$ cat config.mk
export PLATFORM = sky130hd
export DESIGN_NAME = bcd_rtc_core
export DESIGN_NICKNAME = d
export VERILOG_FILES = /design/src/rtl/bcd_rtc_core.sv
export SDC_FILE = /design/constraint.sdc
export NUM_CORES = 1
export LEC_CHECK = 0
export ABC_CLOCK_PERIOD_IN_PS = 9400
export CAP_MARGIN = 20
export CORE_UTILIZATION = 50
export DETAILED_ROUTE_END_ITERATION = 12
export GPL_TIMING_DRIVEN = 1
export PLACE_DENSITY_LB_ADDON = 0.2
export SLEW_MARGIN = 15
export SYNTH_ARGS = -nofsm -noshare
export SYNTH_HDL_FRONTEND = slang
export SYNTH_SLANG_ARGS = --single-unit
$ cat constraint.sdc
create_clock -name clk -period 9.4 [get_ports clk]
set_clock_uncertainty 0.1 [all_clocks]
set_input_delay 0.94 -clock clk [delete_from_list [all_inputs] [get_ports clk]]
set_output_delay 0.94 -clock clk [all_outputs]
set_load 0.01 [all_outputs]
$ cat src/rtl/bcd_rtc_core.sv
// BCD HH:MM:SS time-of-day counter with validated load, 12/24h display mapping, rollover pulses; alarm built under RTC_ALARM_EN.
// Latency: load/set_err/pulses 1 cycle, external tick 2 cycles after sampling; no backpressure, free-running.
module bcd_rtc_core #(
    parameter int TICK_DIV = 100_000_000,
    parameter bit EXT_TICK = 1'b0
) (
    input  logic       clk,
    input  logic       sw,
    input  logic       trigger,
    input  logic       mode12,
    input  logic       set_en,
    input  logic [3:0] set_h2,
    input  logic [3:0] set_h1,
    input  logic [3:0] set_m2,
    input  logic [3:0] set_m1,
    input  logic [3:0] set_s2,
    input  logic [3:0] set_s1,
    output logic       set_err,
    output logic [3:0] h2,
    output logic [3:0] h1,
    output logic [3:0] m2,
    output logic [3:0] m1,
    output logic [3:0] s2,
    output logic [3:0] s1,
    output logic       pm,
    output logic       sec_pulse,
    output logic       min_pulse,
    output logic       day_pulse,
    input  logic       alarm_set,
    input  logic       alarm_on,
    input  logic       alarm_ack,
    output logic       alarm_hit
);

    localparam int DIV_W = $clog2(TICK_DIV);
    localparam logic [DIV_W-1:0] DIV_MAX = DIV_W'(TICK_DIV - 1);

    typedef struct packed {
        logic [3:0] h2;
        logic [3:0] h1;
        logic [3:0] m2;
        logic [3:0] m1;
        logic [3:0] s2;
        logic [3:0] s1;
    } rtc_time_t;

    function automatic logic hour_ok(input logic [3:0] t, input logic [3:0] u);
        return ((t < 4'd2) && (u <= 4'd9)) || ((t == 4'd2) && (u <= 4'd3));
    endfunction

    function automatic logic sexa_ok(input logic [3:0] t, input logic [3:0] u);
        return (t <= 4'd5) && (u <= 4'd9);
    endfunction

    function automatic rtc_time_t incr(input rtc_time_t t);
        rtc_time_t n;
        n = t;
        if (t.s1 != 4'd9) begin
            n.s1 = t.s1 + 4'd1;
        end else begin
            n.s1 = 4'd0;
            if (t.s2 != 4'd5) begin
                n.s2 = t.s2 + 4'd1;
            end else begin
                n.s2 = 4'd0;
                if (t.m1 != 4'd9) begin
                    n.m1 = t.m1 + 4'd1;
                end else begin
                    n.m1 = 4'd0;
                    if (t.m2 != 4'd5) begin
                        n.m2 = t.m2 + 4'd1;
                    end else begin
                        n.m2 = 4'd0;
                        if ((t.h2 == 4'd2) && (t.h1 == 4'd3)) begin
                            n.h2 = 4'd0;
                            n.h1 = 4'd0;
                        end else if (t.h1 == 4'd9) begin
                            n.h1 = 4'd0;
                            n.h2 = t.h2 + 4'd1;
                        end else begin
                            n.h1 = t.h1 + 4'd1;
                        end
                    end
                end
            end
        end
        return n;
    endfunction

    rtc_time_t        tm_q;
    rtc_time_t        tm_inc;
    rtc_time_t        set_tm;
    logic [DIV_W-1:0] div_q;
    logic             sync_q1, sync_q2, sync_q3;
    logic             tick_int, tick_ext, tick;
    logic             set_hm_ok, set_ok, load_ok, tick_apply;
    logic             sec_wrap, min_wrap, hr23;
    logic             alarm_rej;

    assign set_tm    = '{h2: set_h2, h1: set_h1, m2: set_m2, m1: set_m1, s2: set_s2, s1: set_s1};
    assign set_hm_ok = hour_ok(set_h2, set_h1) && sexa_ok(set_m2, set_m1);
    assign set_ok    = set_hm_ok && sexa_ok(set_s2, set_s1);
    assign load_ok   = set_en && set_ok;

    assign tick_int   = (div_q == DIV_MAX);
    assign tick_ext   = sync_q2 & ~sync_q3;
    assign tick       = EXT_TICK ? tick_ext : tick_int;
    // An accepted load swallows a coincident tick entirely, pulses included.
    assign tick_apply = tick & ~load_ok;

    assign tm_inc   = incr(tm_q);
    assign sec_wrap = (tm_q.s2 == 4'd5) && (tm_q.s1 == 4'd9);
    assign min_wrap = (tm_q.m2 == 4'd5) && (tm_q.m1 == 4'd9);
    assign hr23     = (tm_q.h2 == 4'd2) && (tm_q.h1 == 4'd3);

    always_ff @(posedge clk) begin
        if (sw) begin
            tm_q      <= '0;
            div_q     <= '0;
            sync_q1   <= 1'b0;
            sync_q2   <= 1'b0;
            sync_q3   <= 1'b0;
            sec_pulse <= 1'b0;
            min_pulse <= 1'b0;
            day_pulse <= 1'b0;
            set_err   <= 1'b0;
        end else begin
            sync_q1 <= trigger;
            sync_q2 <= sync_q1;
            sync_q3 <= sync_q2;
            if (EXT_TICK || load_ok || tick_int) begin
                div_q <= '0;
            end else begin
                div_q <= div_q + DIV_W'(1);
            end
            sec_pulse <= tick_apply;
            min_pulse <= tick_apply && sec_wrap;
            day_pulse <= tick_apply && sec_wrap && min_wrap && hr23;
            set_err   <= (set_en && !set_ok) || alarm_rej;
            if (load_ok) begin
                tm_q <= set_tm;
            end else if (tick_apply) begin
                tm_q <= tm_inc;
            end
        end
    end

`ifdef RTC_ALARM_EN
    logic [3:0] al_h2, al_h1, al_m2, al_m1;
    logic       alarm_hit_q;
    logic       alarm_match;

    assign alarm_rej   = alarm_set && !set_hm_ok;
    // Only a tick can fire the alarm; a load landing on the alarm time does not.
    assign alarm_match = tick_apply && alarm_on &&
                         (tm_inc.h2 == al_h2) && (tm_inc.h1 == al_h1) &&
                         (tm_inc.m2 == al_m2) && (tm_inc.m1 == al_m1) &&
                         (tm_inc.s2 == 4'd0)  && (tm_inc.s1 == 4'd0);

    always_ff @(posedge clk) begin
        if (sw) begin
            al_h2       <= 4'd0;
            al_h1       <= 4'd0;
            al_m2       <= 4'd0;
            al_m1       <= 4'd0;
            alarm_hit_q <= 1'b0;
        end else begin
            if (alarm_set && set_hm_ok) begin
                al_h2 <= set_h2;
                al_h1 <= set_h1;
                al_m2 <= set_m2;
                al_m1 <= set_m1;
            end
            if (alarm_match) begin
                alarm_hit_q <= 1'b1;
            end else if (alarm_ack || !alarm_on) begin
                alarm_hit_q <= 1'b0;
            end
        end
    end

    assign alarm_hit = alarm_hit_q;
`else
    logic unused_alarm_in;

    assign unused_alarm_in = ^{alarm_set, alarm_on, alarm_ack};
    assign alarm_rej       = 1'b0;
    assign alarm_hit       = 1'b0;
`endif

    logic [4:0] hr_bin;
    logic [4:0] hr12;

    assign hr_bin = (5'(tm_q.h2) * 5'd10) + 5'(tm_q.h1);

    always_comb begin
        h2   = tm_q.h2;
        h1   = tm_q.h1;
        pm   = 1'b0;
        hr12 = hr_bin;
        if (mode12) begin
            pm = (hr_bin >= 5'd12);
            if (hr_bin == 5'd0) begin
                hr12 = 5'd12;
            end else if (hr_bin > 5'd12) begin
                hr12 = hr_bin - 5'd12;
            end
            if (hr12 >= 5'd10) begin
                h2 = 4'd1;
                h1 = 4'(hr12 - 5'd10);
            end else begin
                h2 = 4'd0;
                h1 = hr12[3:0];
            end
        end
    end

    assign m2 = tm_q.m2;
    assign m1 = tm_q.m1;
    assign s2 = tm_q.s2;
    assign s1 = tm_q.s1;

endmodule

==> summary.txt <==
Run status
  • Outcome: finished, violations left
  • Failing checks: design-rule violations

Floorplanning
  • Width of the die: approximately 84 um
  • # rows: 29
  • Top-level port count: between 60 and 70
  • Floorplan Core Area: about 6400 um2
  • Vertical die dimension: approximately 84 um
  • Die footprint: 7040 um2
  • Initial core utilization: a little over half

Clock tree
  • Postcts setup bufs: 0
  • Count of instances resized after the clock tree is built: 0
  • Buffer type at the clock tree root: sky130_fd_sc_hd__clkbuf_8
  • Count of clock tree sinks: between 50 and 60
  • Insertion delay of the later-clocked pin in the worst-skew pair: ~310 ps
  • Number of buffers added by the clock tree synthesis step: 5
  • Max H-tree Level: 2
  • Hold_buf cts: 0
  • Buffer depth of the longest clock path: 2
  • CTS clock-pin slew for the worst setup and hold paths: approximately 100 ps
  • CTS tree: done

GRT
  • First-pass GRT wire length: around 12 mm
  • Antenna violations before repair: 0
  • Overflow after GRT: 0
  • Number of global-route vias before repair: between 2,000 and 3,000
  • Pin count of the biggest net entering global routing: 28
  • Overall track demand over capacity in global routing: 21.4%

Synth
  • Library cell with the largest summed area after synthesis: sky130_fd_sc_hd__dfxtp_1
  • Number of synthesis warnings: 0
  • Top cell types by occurrence after synthesis: sky130_fd_sc_hd__nor2_1, sky130_fd_sc_hd__dfxtp_1, sky130_fd_sc_hd__nand3_1
  • Largest cells by area after synthesis: sky130_fd_sc_hd__dfxtp_1, sky130_fd_sc_hd__nor2_1, sky130_fd_sc_hd__xor2_1, sky130_fd_sc_hd__ha_1, sky130_fd_sc_hd__buf_4
  • Fraction of synthesized cell area taken by the top area cell type: roughly 33%
  • Number of standard cells after synthesis: about 400
  • Sequential element share of the synthesized area: around 33%
  • Per-instance average area after synthesis: 8.32 um2
  • Number of storage elements in the synthesis netlist: 55
  • Share of flip-flops with an asynchronous set or reset after synthesis: 0%
  • Mapped Area: 3350 um2
  • Most common cell in the netlist: sky130_fd_sc_hd__nor2_1
  • Number of flops mapped to enable cells by yosys: 0
  • Net count of the mapped netlist: about 450
  • Post-synth top flop: sky130_fd_sc_hd__dfxtp_1
  • Number of distinct standard cells referenced by the synthesized netlist: 64

Hold path
  • Worst min-delay path class: reg -> reg

STA
  • Worst slew slack as a fraction of its limit: about 40%
  • RSZ-0062 raised after global routing: no
  • Fraction of the cycle the final worst path needs: 58.4%
  • Number of max-slew violations in the final report: 0
  • Endpoints failing hold: 0
  • Highest clock rate: about 180 MHz
  • Final-layout setup total negative slack: 0 ps
  • Worst-Margin Slew: just under 900 ps
  • Final Setup Violations: 0
  • Final Critical Period: about 5500 ps

Setup path
  • Data required, critical path: about 8400 ps
  • Type of origin of the critical path: flop
  • Biggest fanout along the worst timing path: 6
  • Kind of capture point of the worst setup path: primary output
  • Critical path class: reg -> out
  • Worst endpoint data arrival time: 4450 ps

Cells and area
  • Synthesis-to-finish area growth: 17.3%
  • Net total in the final layout: between 400 and 500
  • Final antenna diode count: 0
  • Share of cells above drive strength 1: just over 4%
  • Number of filler instances in the final layout: a little under 600

Route
  • Post-detailed-route via-to-cell ratio: about 5.6
  • Count of nets left with antenna violations after detail routing: 0
  • DRC violation total after the first TritonRoute iteration: ~190
  • Via count: 2,898
  • DRC violations left: 14
  • Wire length after detailed routing: between 7 and 8 mm
  • First-pass iteration count of the detailed router: 10
  • Post-DR wirelength/cell: between 10 and 15 um

Power
  • Leakage power summed over all cells: roughly 1.5 nW
  • Maximum vdd ir drop: roughly 0.066 mV
  • Total power draw: roughly 0.40 mW
  • Total power divided by cell area: about 100 nW/um2

Place
  • RePlAce Congestion: between 0.8 and 0.9
  • Total of buffers placed on input and output ports: 56
  • Half-perimeter wire length after detailed placement: 5.32 mm

Run
  • MaxCap Viol Count: 0
-- cells by family (layout without fill, tap and decap cells) --
kind of cell	Yosys count	count (layout)	share of synthesized area (%)
AOI/OAI and AO/OA	66	66	13.2
xor gates and xnor gates	37	37	10.5
adders and majority gates	13	13	5.07
buffers and inverters	47	84	7.28
DFF	55	55	32.8
muxes	8	8	2.39
other	1	1	0.112
and+or+nand+nor	176	176	28.6
-- layout by cell type, fill, tap and decap left out, types with 10 or more instances in the layout --
cell                              instances
sky130_fd_sc_hd__a211oi_1                15
sky130_fd_sc_hd__o21ai_0                 14
sky130_fd_sc_hd__nor3_1                  10
sky130_fd_sc_hd__a21oi_1                 12
sky130_fd_sc_hd__nor2_1                  61
sky130_fd_sc_hd__nand3_1                 23
sky130_fd_sc_hd__inv_1                   18
sky130_fd_sc_hd__dfxtp_1                 55
sky130_fd_sc_hd__clkdlybuf4s50_1         56
sky130_fd_sc_hd__nand4_1                 12
sky130_fd_sc_hd__nand2_1                 17
sky130_fd_sc_hd__xor2_1                  21
sky130_fd_sc_hd__ha_1                    12
sky130_fd_sc_hd__xnor2_1                 14
-- path summary, 6_finish.rpt --
kind | startpoint | end | slack (ps) | cells past startpoint
hold reg to reg | div_q[0] | div_q[0] | 340 | 1
hold / removal | div_q[0] | div_q[0] | 340 | 1
setup / recovery | tm_q[20] | h1[1] | 3910 | 14
setup reg to reg | div_q[0] | div_q[2] | 6550 | 6
-- final cells by class --
class | count | area (um2) | share of cell area [%]
clock inverter | 2 | 12.5 | 0.318
timing repair buffer | 58 | 576 | 14.6
multi-input combinational | 301 | 2010 | 51.0
clock buffer | 6 | 72.6 | 1.84
tap | 77 | 96.3 | 2.45
sequential | 55 | 1100 | 28.0
inverter | 18 | 67.6 | 1.72
-- flip-flops by register name, indices dropped and copies added, names as in the netlist --
signal,flops
div_q,27
tm_q,8
m1,4
m2,4
s1,4
s2,4
day_pulse,1
min_pulse,1
sec_pulse,1
set_err,1
-- critical path, stage by stage (launching register included) --
cell and delay [ps]:
sky130_fd_sc_hd__dfxtp_1 450, sky130_fd_sc_hd__ha_1 270, sky130_fd_sc_hd__ha_1 360, sky130_fd_sc_hd__xor2_1 370
sky130_fd_sc_hd__ha_1 250, sky130_fd_sc_hd__or3b_2 460, sky130_fd_sc_hd__nand3_1 130, sky130_fd_sc_hd__a21oi_1 80
sky130_fd_sc_hd__a21oi_1 220, sky130_fd_sc_hd__inv_1 70, sky130_fd_sc_hd__ha_1 210, sky130_fd_sc_hd__a221o_1 310
sky130_fd_sc_hd__o311a_1 170, sky130_fd_sc_hd__a221o_1 300, sky130_fd_sc_hd__clkdlybuf4s50_1 480
-- where the power goes --
part	leakage, nW	switching [mW]	internal [mW]
sequential	0.444	0.00127	0.234
clock	0.0412	0.0772	0.0523
combinational	0.971	0.0133	0.0169
-- layer usage --
metal | part of all wire [%] | GRT usage, % | wire, um | vias to the layer above
met5 | 0 | 0 | 0 | -
met2 | 47 | 36.4 | 3410 | 50
met1 | 48 | 27.7 | 3490 | 1359
met4 | 0.43 | 4.55 | 31 | 0
li1 | - | - | - | 1485
met3 | 4.5 | 4.95 | 330 | 4
-- metrics by stage --
stage / utilization, % / std cells / worst slack, ps / instance area [um2] / hold WS, ps
6_report: 61.3 / 517 / 3910 / 3930 / 341
5_1_grt: 61.3 / 517 / 3600 / 3930 / 389
4_1_cts: 61.3 / 517 / 3920 / 3930 / 351
3_5_place_dp: 59.9 / 509 / 4280 / 3850 / 337
3_3_place_gp: 59.9 / 509 / 4370 / 3850 / 327
2_1_floorplan: - / 403 / 5040 / 3350 / 313
Note: power is estimated with default switching activity, not from simulation.
